===== src/rtl/cordic_pkg.sv =====
// cordic_pkg: shared constants for the pipelined rotation-mode CORDIC.
// Holds the arctangent table (32-bit turn fractions), the gain-compensation
// constant and a helper that rescales a table entry to the phase width.
package cordic_pkg;

    // 1/K for an unbounded CORDIC, 0.60725 in Q1.15.
    localparam logic [15:0] KSCALE = 16'h4DBA;

    // round(atan(2^-i) * 2^32 / (2*pi)), i = 0..15.
    localparam logic [31:0] ATAN_TAB32 [0:15] = '{
        32'h20000000, 32'h12E4051E, 32'h09FB385B, 32'h051111D4,
        32'h028B0D43, 32'h0145D7E1, 32'h00A2F61E, 32'h00517C55,
        32'h0028BE53, 32'h00145F2F, 32'h000A2F98, 32'h000517CC,
        32'h00028BE6, 32'h000145F3, 32'h0000A2FA, 32'h0000517D
    };

    // Table entry i rescaled to a phase word of phase_w bits.
    function automatic logic [31:0] atan_entry(input int unsigned i, input int unsigned phase_w);
        atan_entry = ATAN_TAB32[i[3:0]] >> (32 - phase_w);
    endfunction

endpackage


===== src/rtl/cordic_stage.sv =====
// cordic_stage: one registered CORDIC micro-rotation.
// Rotates (x, y) by +/-atan(2^-SHIFT) toward z = 0 and carries the valid
// bit and quadrant tag alongside. Holds everything while ena is low.
module cordic_stage #(
    parameter int          IW      = 19,
    parameter int          PHASE_W = 16,
    parameter int          SHIFT   = 0,
    parameter logic [31:0] ATAN    = 32'h0000_0000
) (
    input  logic               clk,
    input  logic               rst_n,
    input  logic               ena,
    input  logic               in_valid,
    input  logic [1:0]         q_in,
    input  logic [IW-1:0]      x_in,
    input  logic [IW-1:0]      y_in,
    input  logic [PHASE_W-1:0] z_in,
    output logic               out_valid,
    output logic [1:0]         q_out,
    output logic [IW-1:0]      x_out,
    output logic [IW-1:0]      y_out,
    output logic [PHASE_W-1:0] z_out
);

    localparam logic signed [PHASE_W-1:0] ATAN_S = ATAN[PHASE_W-1:0];

    logic signed [IW-1:0]      x_sh_s;
    logic signed [IW-1:0]      y_sh_s;
    logic signed [IW-1:0]      x_nx_s;
    logic signed [IW-1:0]      y_nx_s;
    logic signed [PHASE_W-1:0] z_nx_s;

    // Micro-rotation: direction chosen by the sign of the residual angle.
    always_comb begin
        x_sh_s = $signed(x_in) >>> SHIFT;
        y_sh_s = $signed(y_in) >>> SHIFT;
        if (z_in[PHASE_W-1]) begin
            x_nx_s = $signed(x_in) + y_sh_s;
            y_nx_s = $signed(y_in) - x_sh_s;
            z_nx_s = $signed(z_in) + ATAN_S;
        end else begin
            x_nx_s = $signed(x_in) - y_sh_s;
            y_nx_s = $signed(y_in) + x_sh_s;
            z_nx_s = $signed(z_in) - ATAN_S;
        end
    end

    // Stage register: advances only on enabled cycles, valid travels with data.
    always_ff @(posedge clk or negedge rst_n) begin
        if (!rst_n) begin
            out_valid <= 1'b0;
            q_out     <= 2'b00;
            x_out     <= {IW{1'b0}};
            y_out     <= {IW{1'b0}};
            z_out     <= {PHASE_W{1'b0}};
        end else if (ena) begin
            out_valid <= in_valid;
            q_out     <= q_in;
            x_out     <= x_nx_s;
            y_out     <= y_nx_s;
            z_out     <= z_nx_s;
        end
    end

endmodule


===== src/rtl/cordic_rot_pipe.sv =====
// cordic_rot_pipe: fully pipelined rotation-mode CORDIC sin/cos generator.
// Fold/scale register -> STAGES micro-rotations -> quadrant map, guard-bit
// drop and saturation in the output register. Latency STAGES+2 enabled cycles.
// Optional macro CORDIC_ROUND_EN: round-half-up instead of truncation when
// the guard bits are dropped.
module cordic_rot_pipe
    import cordic_pkg::*;
#(
    parameter int DATA_W  = 16,
    parameter int PHASE_W = 16,
    parameter int STAGES  = 14
) (
    input  logic               clk,
    input  logic               rst_n,
    input  logic               ena,
    input  logic               in_valid,
    input  logic [PHASE_W-1:0] phase_in,
    input  logic [DATA_W-1:0]  amp_in,
    output logic               out_valid,
    output logic [DATA_W-1:0]  sin_out,
    output logic [DATA_W-1:0]  cos_out,
    output logic [PHASE_W-1:0] eps_out
);

    // One headroom MSB above DATA_W plus two guard LSBs.
    localparam int IW = DATA_W + 3;
    localparam int PW = DATA_W + 17;

    localparam logic signed [IW:0] SAT_MAX = $signed({{(IW+2-DATA_W){1'b0}}, {(DATA_W-1){1'b1}}});
    localparam logic signed [IW:0] SAT_MIN = $signed({{(IW+2-DATA_W){1'b1}}, {(DATA_W-1){1'b0}}});
    localparam logic signed [IW:0] RND_HALF = $signed({{(IW-1){1'b0}}, 2'b10});

    // Drop guard bits (optionally rounding) and clamp to the DATA_W range.
    function automatic logic [DATA_W-1:0] sat_conv(input logic signed [IW:0] v);
        logic signed [IW:0] r;
`ifdef CORDIC_ROUND_EN
        r = (v + RND_HALF) >>> 2;
`else
        r = v >>> 2;
`endif
        if (r > SAT_MAX) begin
            sat_conv = SAT_MAX[DATA_W-1:0];
        end else if (r < SAT_MIN) begin
            sat_conv = SAT_MIN[DATA_W-1:0];
        end else begin
            sat_conv = r[DATA_W-1:0];
        end
    endfunction

    logic signed [PW-1:0] amp_ext_s;
    logic signed [PW-1:0] k_ext_s;
    logic signed [PW-1:0] prod_s;
    logic [IW-1:0]        x_fold_s;
    logic                 unused_prod_s;

    logic                 v0_r;
    logic [1:0]           q0_r;
    logic [IW-1:0]        x0_r;
    logic [PHASE_W-1:0]   z0_r;

    logic                 v_s [0:STAGES];
    logic [1:0]           q_s [0:STAGES];
    logic [IW-1:0]        x_s [0:STAGES];
    logic [IW-1:0]        y_s [0:STAGES];
    logic [PHASE_W-1:0]   z_s [0:STAGES];

    logic signed [IW:0]   x_fin_s;
    logic signed [IW:0]   y_fin_s;
    logic signed [IW:0]   sin_pre_s;
    logic signed [IW:0]   cos_pre_s;

    // Pre-scale the amplitude by 1/K so the rotation gain lands at unity.
    always_comb begin
        amp_ext_s = $signed({{17{amp_in[DATA_W-1]}}, amp_in});
        k_ext_s   = $signed({{(DATA_W+1){1'b0}}, KSCALE});
        prod_s    = amp_ext_s * k_ext_s;
        x_fold_s  = {prod_s[DATA_W+15:15], 2'b00};
    end

    assign unused_prod_s = ^{prod_s[PW-1], prod_s[14:0]};

    // Fold register: split quadrant from the in-quadrant angle, load x0.
    always_ff @(posedge clk or negedge rst_n) begin
        if (!rst_n) begin
            v0_r <= 1'b0;
            q0_r <= 2'b00;
            x0_r <= {IW{1'b0}};
            z0_r <= {PHASE_W{1'b0}};
        end else if (ena) begin
            v0_r <= in_valid;
            q0_r <= phase_in[PHASE_W-1 -: 2];
            x0_r <= x_fold_s;
            z0_r <= {2'b00, phase_in[PHASE_W-3:0]};
        end
    end

    assign v_s[0] = v0_r;
    assign q_s[0] = q0_r;
    assign x_s[0] = x0_r;
    assign y_s[0] = {IW{1'b0}};
    assign z_s[0] = z0_r;

    for (genvar i = 0; i < STAGES; i++) begin : g_stage
        cordic_stage #(
            .IW      (IW),
            .PHASE_W (PHASE_W),
            .SHIFT   (i),
            .ATAN    (atan_entry(i, PHASE_W))
        ) u_stage (
            .clk       (clk),
            .rst_n     (rst_n),
            .ena       (ena),
            .in_valid  (v_s[i]),
            .q_in      (q_s[i]),
            .x_in      (x_s[i]),
            .y_in      (y_s[i]),
            .z_in      (z_s[i]),
            .out_valid (v_s[i+1]),
            .q_out     (q_s[i+1]),
            .x_out     (x_s[i+1]),
            .y_out     (y_s[i+1]),
            .z_out     (z_s[i+1])
        );
    end

    // Quadrant map, done one bit wider so negation never overflows.
    always_comb begin
        x_fin_s = $signed({x_s[STAGES][IW-1], x_s[STAGES]});
        y_fin_s = $signed({y_s[STAGES][IW-1], y_s[STAGES]});
        case (q_s[STAGES])
            2'b00: begin
                sin_pre_s = y_fin_s;
                cos_pre_s = x_fin_s;
            end
            2'b01: begin
                sin_pre_s = x_fin_s;
                cos_pre_s = -y_fin_s;
            end
            2'b10: begin
                sin_pre_s = -y_fin_s;
                cos_pre_s = -x_fin_s;
            end
            2'b11: begin
                sin_pre_s = -x_fin_s;
                cos_pre_s = y_fin_s;
            end
            default: begin
                sin_pre_s = y_fin_s;
                cos_pre_s = x_fin_s;
            end
        endcase
    end

    // Output register: updates on every enabled cycle, valid or not.
    always_ff @(posedge clk or negedge rst_n) begin
        if (!rst_n) begin
            out_valid <= 1'b0;
            sin_out   <= {DATA_W{1'b0}};
            cos_out   <= {DATA_W{1'b0}};
            eps_out   <= {PHASE_W{1'b0}};
        end else if (ena) begin
            out_valid <= v_s[STAGES];
            sin_out   <= sat_conv(sin_pre_s);
            cos_out   <= sat_conv(cos_pre_s);
            eps_out   <= z_s[STAGES];
        end
    end

endmodule


===== config.mk =====
export PLATFORM = sky130hd
export DESIGN_NAME = cordic_rot_pipe
export DESIGN_NICKNAME = d
export VERILOG_FILES = /design/src/rtl/cordic_pkg.sv /design/src/rtl/cordic_stage.sv /design/src/rtl/cordic_rot_pipe.sv
export SDC_FILE = /design/constraint.sdc
export NUM_CORES = 2
export LEC_CHECK = 0
export BUFFER_PORTS_ARGS = -buffer_cell sky130_fd_sc_hd__buf_4
export CAP_MARGIN = 20
export CORE_MARGIN = 2
export CORE_UTILIZATION = 40
export CTS_BUF_LIST = sky130_fd_sc_hd__clkbuf_4
export DETAILED_ROUTE_END_ITERATION = 10
export MAX_ROUTING_LAYER = met4
export SLEW_MARGIN = 0
export SYNTH_ARGS = -nofsm -noshare
export SYNTH_HDL_FRONTEND = slang
export SYNTH_HIERARCHICAL = 1
export SYNTH_SLANG_ARGS = --single-unit

===== constraint.sdc =====
create_clock -name clk -period 3.74 [get_ports clk]
set_input_delay 0.748 -clock clk [delete_from_list [all_inputs] [get_ports clk]]
set_output_delay 0.748 -clock clk [all_outputs]
set_load 0.005 [all_outputs]

# Word-level counts from Yosys, hierarchy flattened

Cells that the tools add are included.

Add/sub/neg operators: 79
Multipliers: 1
Magnitude comparators: 4
Equality and inequality tests: 3
Mux-type cells: 45
Reductions and logical operators: 1

Operators with widths:

| operator                            | number |
|---|---|
| two-way mux 19 bit                  | 26 |
| two-way mux 16 bit                  | 17 |
| one-hot mux 20 bit (4 select lines) | 2 |
| negator 19 -> 20 bit                | 2 |
| adder 19 x 10 -> 19 bit             | 2 |
| adder 19 x 11 -> 19 bit             | 2 |
| adder 19 x 12 -> 19 bit             | 2 |
| adder 19 x 13 -> 19 bit             | 2 |
| adder 19 x 14 -> 19 bit             | 2 |
| adder 19 x 15 -> 19 bit             | 2 |
| adder 19 x 16 -> 19 bit             | 2 |
| adder 19 x 17 -> 19 bit             | 2 |
| adder 19 x 6 -> 19 bit              | 2 |
| adder 19 x 7 -> 19 bit              | 2 |
| adder 19 x 8 -> 19 bit              | 2 |
| adder 19 x 9 -> 19 bit              | 2 |
| subtractor 19 x 10 -> 19 bit        | 2 |
| subtractor 19 x 11 -> 19 bit        | 2 |
| subtractor 19 x 12 -> 19 bit        | 2 |
| subtractor 19 x 13 -> 19 bit        | 2 |
| subtractor 19 x 14 -> 19 bit        | 2 |
| subtractor 19 x 15 -> 19 bit        | 2 |
| subtractor 19 x 16 -> 19 bit        | 2 |
| subtractor 19 x 17 -> 19 bit        | 2 |
| other kinds (39)                    | 46 |

Flip-flop bits (word level): 860
Input port bits: 36
Logic and storage cells: 210

# Depth between registers and ports, before layout

Depth after elaboration: 5
Mapped depth: 20
Mapped depth without buffers: 20

# Cells and area by module

The synthesis kept the hierarchy.

Modules (own cells, without submodules):

| module                             | times used | cells an instance | area each (µm²) |
|---|---|---|---|
| cordic_rot_pipe                    | 1          | 983               | 9514.1 |
| cordic_stage (g_stage[3].u_stage)  | 1          | 625               | 5426.5 |
| cordic_stage (g_stage[2].u_stage)  | 1          | 603               | 5403.9 |
| cordic_stage (g_stage[0].u_stage)  | 1          | 636               | 5398.9 |
| cordic_stage (g_stage[1].u_stage)  | 1          | 599               | 5323.9 |
| cordic_stage (g_stage[5].u_stage)  | 1          | 600               | 5313.8 |
| cordic_stage (g_stage[6].u_stage)  | 1          | 567               | 5220.0 |
| cordic_stage (g_stage[7].u_stage)  | 1          | 578               | 5182.5 |
| cordic_stage (g_stage[11].u_stage) | 1          | 590               | 5133.7 |
| cordic_stage (g_stage[10].u_stage) | 1          | 572               | 5131.2 |
| cordic_stage (g_stage[4].u_stage)  | 1          | 560               | 5127.4 |
| cordic_stage (g_stage[13].u_stage) | 1          | 581               | 5086.1 |
| cordic_stage (g_stage[12].u_stage) | 1          | 563               | 5072.4 |
| cordic_stage (g_stage[8].u_stage)  | 1          | 542               | 5009.8 |
| cordic_stage (g_stage[9].u_stage)  | 1          | 556               | 4983.5 |

# Least setup slack after synthesis

Ideal clock, no wire load.

Kind: input-to-reg
Start point: input port amp_in[8]
End point: register x0_r[7]
Library setup time: 125 ps
Arrival time: 5547 ps
Data required time: 3615 ps
Path slack: -1932 ps
Stages: 17
Buffers on the path: 0
Path through: ha_1 inv_1 fa_1 inv_1 fa_1 fa_1 fa_1 fa_1 ha_1 a21oi_1 o22ai_1 a21oi_1 a21boi_0 o31a_1 o41ai_1 xnor2_1 mux2_2

Longest elaborated chain between the ends: 1

RTL lines:

| what                         | RTL line              | RTL |
|---|---|---|
| start, declared              | cordic_rot_pipe.sv:18 | `input logic [DATA_W-1:0] amp_in,` |
| multiplier 16 x 15 -> 31 bit | cordic_rot_pipe.sv:76 | `prod_s = amp_ext_s * k_ext_s;` |
| end signal, assigned         | cordic_rot_pipe.sv:87 | `x0_r <= {IW{1'b0}};` |
| end signal, assigned         | cordic_rot_pipe.sv:92 | `x0_r <= x_fold_s;` |
| end, declared                | cordic_rot_pipe.sv:58 | `logic [IW-1:0] x0_r;` |

No other way between the ends.
A chain may end at the register's enable or synchronous reset.

# Worst setup path after layout

Start point: input port amp_in[10]
End point: register x0_r[18]

Same word-level chain as after synthesis.

==> run_results.csv <==
group,metric,value,unit
synth,ys_async_sr_fraction,100,%
floorplan,rows,166,
detailed_routing,drtIter0Drc,4809,
global_route,overflow,0,
detailed_routing,routed_wl,234,mm
layout,fin_nets,10800,
critical_path,worst-path-stages,20,
sta,final_max_slew_viol_count,0,
sta,report.final.setup_viol,18,
critical_path,r2r_slack,-40,ps
status,violations,"setup timing",
sta,hold_viol_final,0,
critical_path,worst-path-max-fanout,4,
synth,ys_ff_latch,880,
detailed_routing,firstDrtPassIters,6,
critical_path,path_buf_inv,5,
floorplan,die_w,458,µm
sta,skew,112,ps
clocking,clk_pin_slew,60,ps
floorplan,core_area,205000,µm²
floorplan,boundaryPins,85,
min_path,min_path_cells,3,
synth,synth_edf_count,0,
place,io_buffers,84,
critical_path,start_kind,"input pin",
layout,syn2layout_area_growth,13.2,%
critical_path,critPathSlowestCell,"fa_1",
min_path,hold_path.class,"input pin to register",
layout,final_util,45.6,%
synth,synthCells,9155,
critical_path,crit_family,"adder cells",
floorplan,dieHeight,458,µm
detailed_routing,wl_per_cell,18.6,µm
synth,synthesis.area,82300,µm²
sta,layout_setup_ws,-846,ps
critical_path,cp_data_arrival_time,5800,ps
sta,max_slew_margin,29.8,%
critical_path,cp_cell_sequence,"buf_12 -> ha_4 -> inv_2 -> fa_1 -> inv_2 -> fa_1 -> fa_1 -> fa_1 -> fa_1 -> ha_4 -> nand3_4 -> a211oi_2 -> a21oi_1 -> buf_4 -> o221a_4 -> o211ai_1 -> buf_4 -> nand3_1 -> a2111o_1 -> nand3_1",
detailed_routing,num_vias,71800,
synth,synth_area_leaders,"dfrtp_1, ha_1, mux2_2, a21oi_1, xnor2_1",
critical_path,cp_data_required_time,4950,ps
synth,synth_top_area_share,26.7,%
clocking,cts_buffers,282,
critical_path,path_class,"input pin to register",
critical_path,ff2ff_path_depth,12,
floorplan,die_area,209000,µm²
place,dp_hpwl,182,mm
sta,worstMarginPinSlew,1040,ps
clocking,cts_tree,"yes",
clocking,htree_levels,5,
detailed_routing,drt-vias-per-instance,5.69,
global_route,grt_pass1_wl,382,mm
synth,ys_seq_area_share,26.7,%
sta,max_freq,0.218,GHz
global_route,antenna_found_initial,2,
critical_path,crit_top_cell,"fa_1",
synth,syn_area_per_cell,8.99,µm²
synth,synth_top_cell_by_area,"dfrtp_1",
global_route,grt_start_max_net_pins,112,
clocking,cts_root_buffer,"clkbuf_4",
clocking,clock_latency,1340,ps
job,maxCapViolations,0,
global_route,track_usage,22.7,%
floorplan,start_util,40.2,%
synth,ys_dominant_reg_cell,"dfrtp_1",
critical_path,max_stage_delay,550,ps
detailed_routing,drc,0,
synth,yosysWarnings,6,
critical_path,crit_path_end_kind,"register",
sta,min_period,4590,ps
sta,rsz0062_at_grt,"yes",
layout,drive_gt1_share,17.9,%
clocking,clockBufferDepth,4,
clocking,clock_sinks,880,
detailed_routing,postRouteAntennaNets,0,
sta,final.period_utilization,123,%
place,gp_congestion,0.920,
global_route,grt_pass1_vias,70500,
sta,timing.setup.tns,-10790,ps
synth,synth_cell_types,151,
status,outcome,"complete, but fails checks",
## worst register-to-register path, delay by kind of cell, from the launching register on
kind	cells	cell delay (ps)
AO/OA/AOI/OAI	4	800
adder cells (fa/ha/maj)	1	330
AND/OR/NAND/NOR	4	1500
multiplexers	1	270
XOR/XNOR	2	350
flip-flops	1	380
## final timing paths
path / start / endpoint
worst max-delay path: amp_in[10] / x0_r[18]
worst min-delay path: phase_in[9] / z0_r[9]
worst max register to register: g_stage[3].u_stage/x_out[8] / g_stage[4].u_stage/y_out[17]
worst min register to register: g_stage[8].u_stage/z_out[0] / g_stage[9].u_stage/z_out[0]
max in group asynchronous: rst_n / g_stage[13].u_stage/x_out[3]
min in group asynchronous: rst_n / g_stage[13].u_stage/x_out[2]
## layout by cell type (no fill, tap or decap), types with 173 or more instances in the layout
cell type,instances
xnor2_1,436
xor2_1,258
buf_4,507
nand3_1,173
o21ai_0,404
clkbuf_4,379
inv_1,514
mux2_2,458
nor3_1,231
ha_1,823
nand2_1,551
a21oi_1,775
nor2_1,650
dfrtp_1,878
a21o_1,227
## registers in the layout, indices dropped and copies added, names as in the netlist
signal,cells
g_stage.u_stage/q_out,28
g_stage.u_stage/x_out,265
g_stage.u_stage/z_out,224
x0_r,17
eps_out,16
v0_r,1
g_stage.u_stage/out_valid,14
sin_out,16
cos_out,16
q0_r,2
g_stage.u_stage/y_out,266
out_valid,1
z0_r,14
## kinds of logic (layout without fill, tap and decap cells)
kind of cell / after synthesis / count (layout) / share of synthesized area [%]
buffers and inverters: 876 / 1567 / 4.26
XOR/XNOR: 700 / 700 / 7.47
other: 1 / 82 / 0.00455
AND/OR/NAND/NOR: 2353 / 2353 / 14.4
multiplexers: 549 / 549 / 7.45
flip-flops: 880 / 880 / 26.7
adder cells (fa/ha/maj): 1006 / 1006 / 16.6
AO/OA/AOI/OAI: 2790 / 2790 / 23.0
## layout make-up
class	instances	area (µm²)
Multi-Input combinational cell	7472	57800
Antenna cell	8	20.0
Fill cell	19800	111000
Timing Repair Buffer	571	4760
Tap cell	2688	3360
Sequential cell	880	22000
Clock buffer	379	2850
Clock inverter	68	359
Inverter	549	2070
## Yosys cell counts, types with 22 or more instances
cell type and number:
a211o_1 31, a211oi_1 175, a21boi_0 37, a21o_1 227, a21oi_1 781, a221oi_1 27, a31oi_1 117, a41oi_1 28
and2_1 38, and3_1 67, buf_1 56, buf_2 25, clkbuf_1 217, dfrtp_1 880, fa_1 149, ha_1 857
inv_1 532, mux2_2 461, mux2i_1 65, nand2_1 552, nand2b_1 84, nand3_1 174, nand3b_1 29, nand4_1 89
nand4b_1 23, nor2_1 655, nor2b_1 75, nor3_1 233, nor3b_1 25, nor4_1 60, o2111ai_1 32, o211ai_1 100
o21a_1 140, o21ai_0 407, o21ai_1 75, o21bai_1 81, o2bb2ai_1 43, o311ai_0 30, o31ai_1 96, o41ai_1 22
or2_2 33, or3_1 78, xnor2_1 439, xor2_1 258
## metrics by stage
stage / hold slack, ps / setup slack (ps) / area [µm²] / cells
after floorplan: 446 / -1650 / 82900 / 9228
after detailed placement: 473 / -2310 / 89200 / 12100
after global placement: 467 / -2270 / 89200 / 12100
after CTS: 74.6 / -677 / 92900 / 12600
final: 237 / -846 / 93200 / 12600
after global routing: 113 / -876 / 93200 / 12600
## metal layers
| metal | part of all wire (%) | vias to the layer above | global-route usage (%) | routed length [µm] |
|---|---|---|---|---|
| met5 | 0 | - | - | 0 |
| met3 | 4.1 | 384 | 2.90 | 9620 |
| met4 | 2.8 | 0 | 6.86 | 6600 |
| met2 | 45 | 1485 | 35.0 | 105000 |
| met1 | 48 | 34900 | 31.0 | 113000 |
| li1 | - | 35100 | - | - |
## what timing repair did
action | 4_1_cts | 5_1_grt
setup endpoints to repair | 18 | 45
setup buffers | 4 | 9
gates resized for setup | 46 | 53
pin swaps | 31 | 33
endpoints found under the hold margin | 659 | 0
hold buffers | 22 | 0
Power is left out: the tool's default activity adds up to more than one toggle a clock period on the data nets, which glitch-free logic cannot reach.
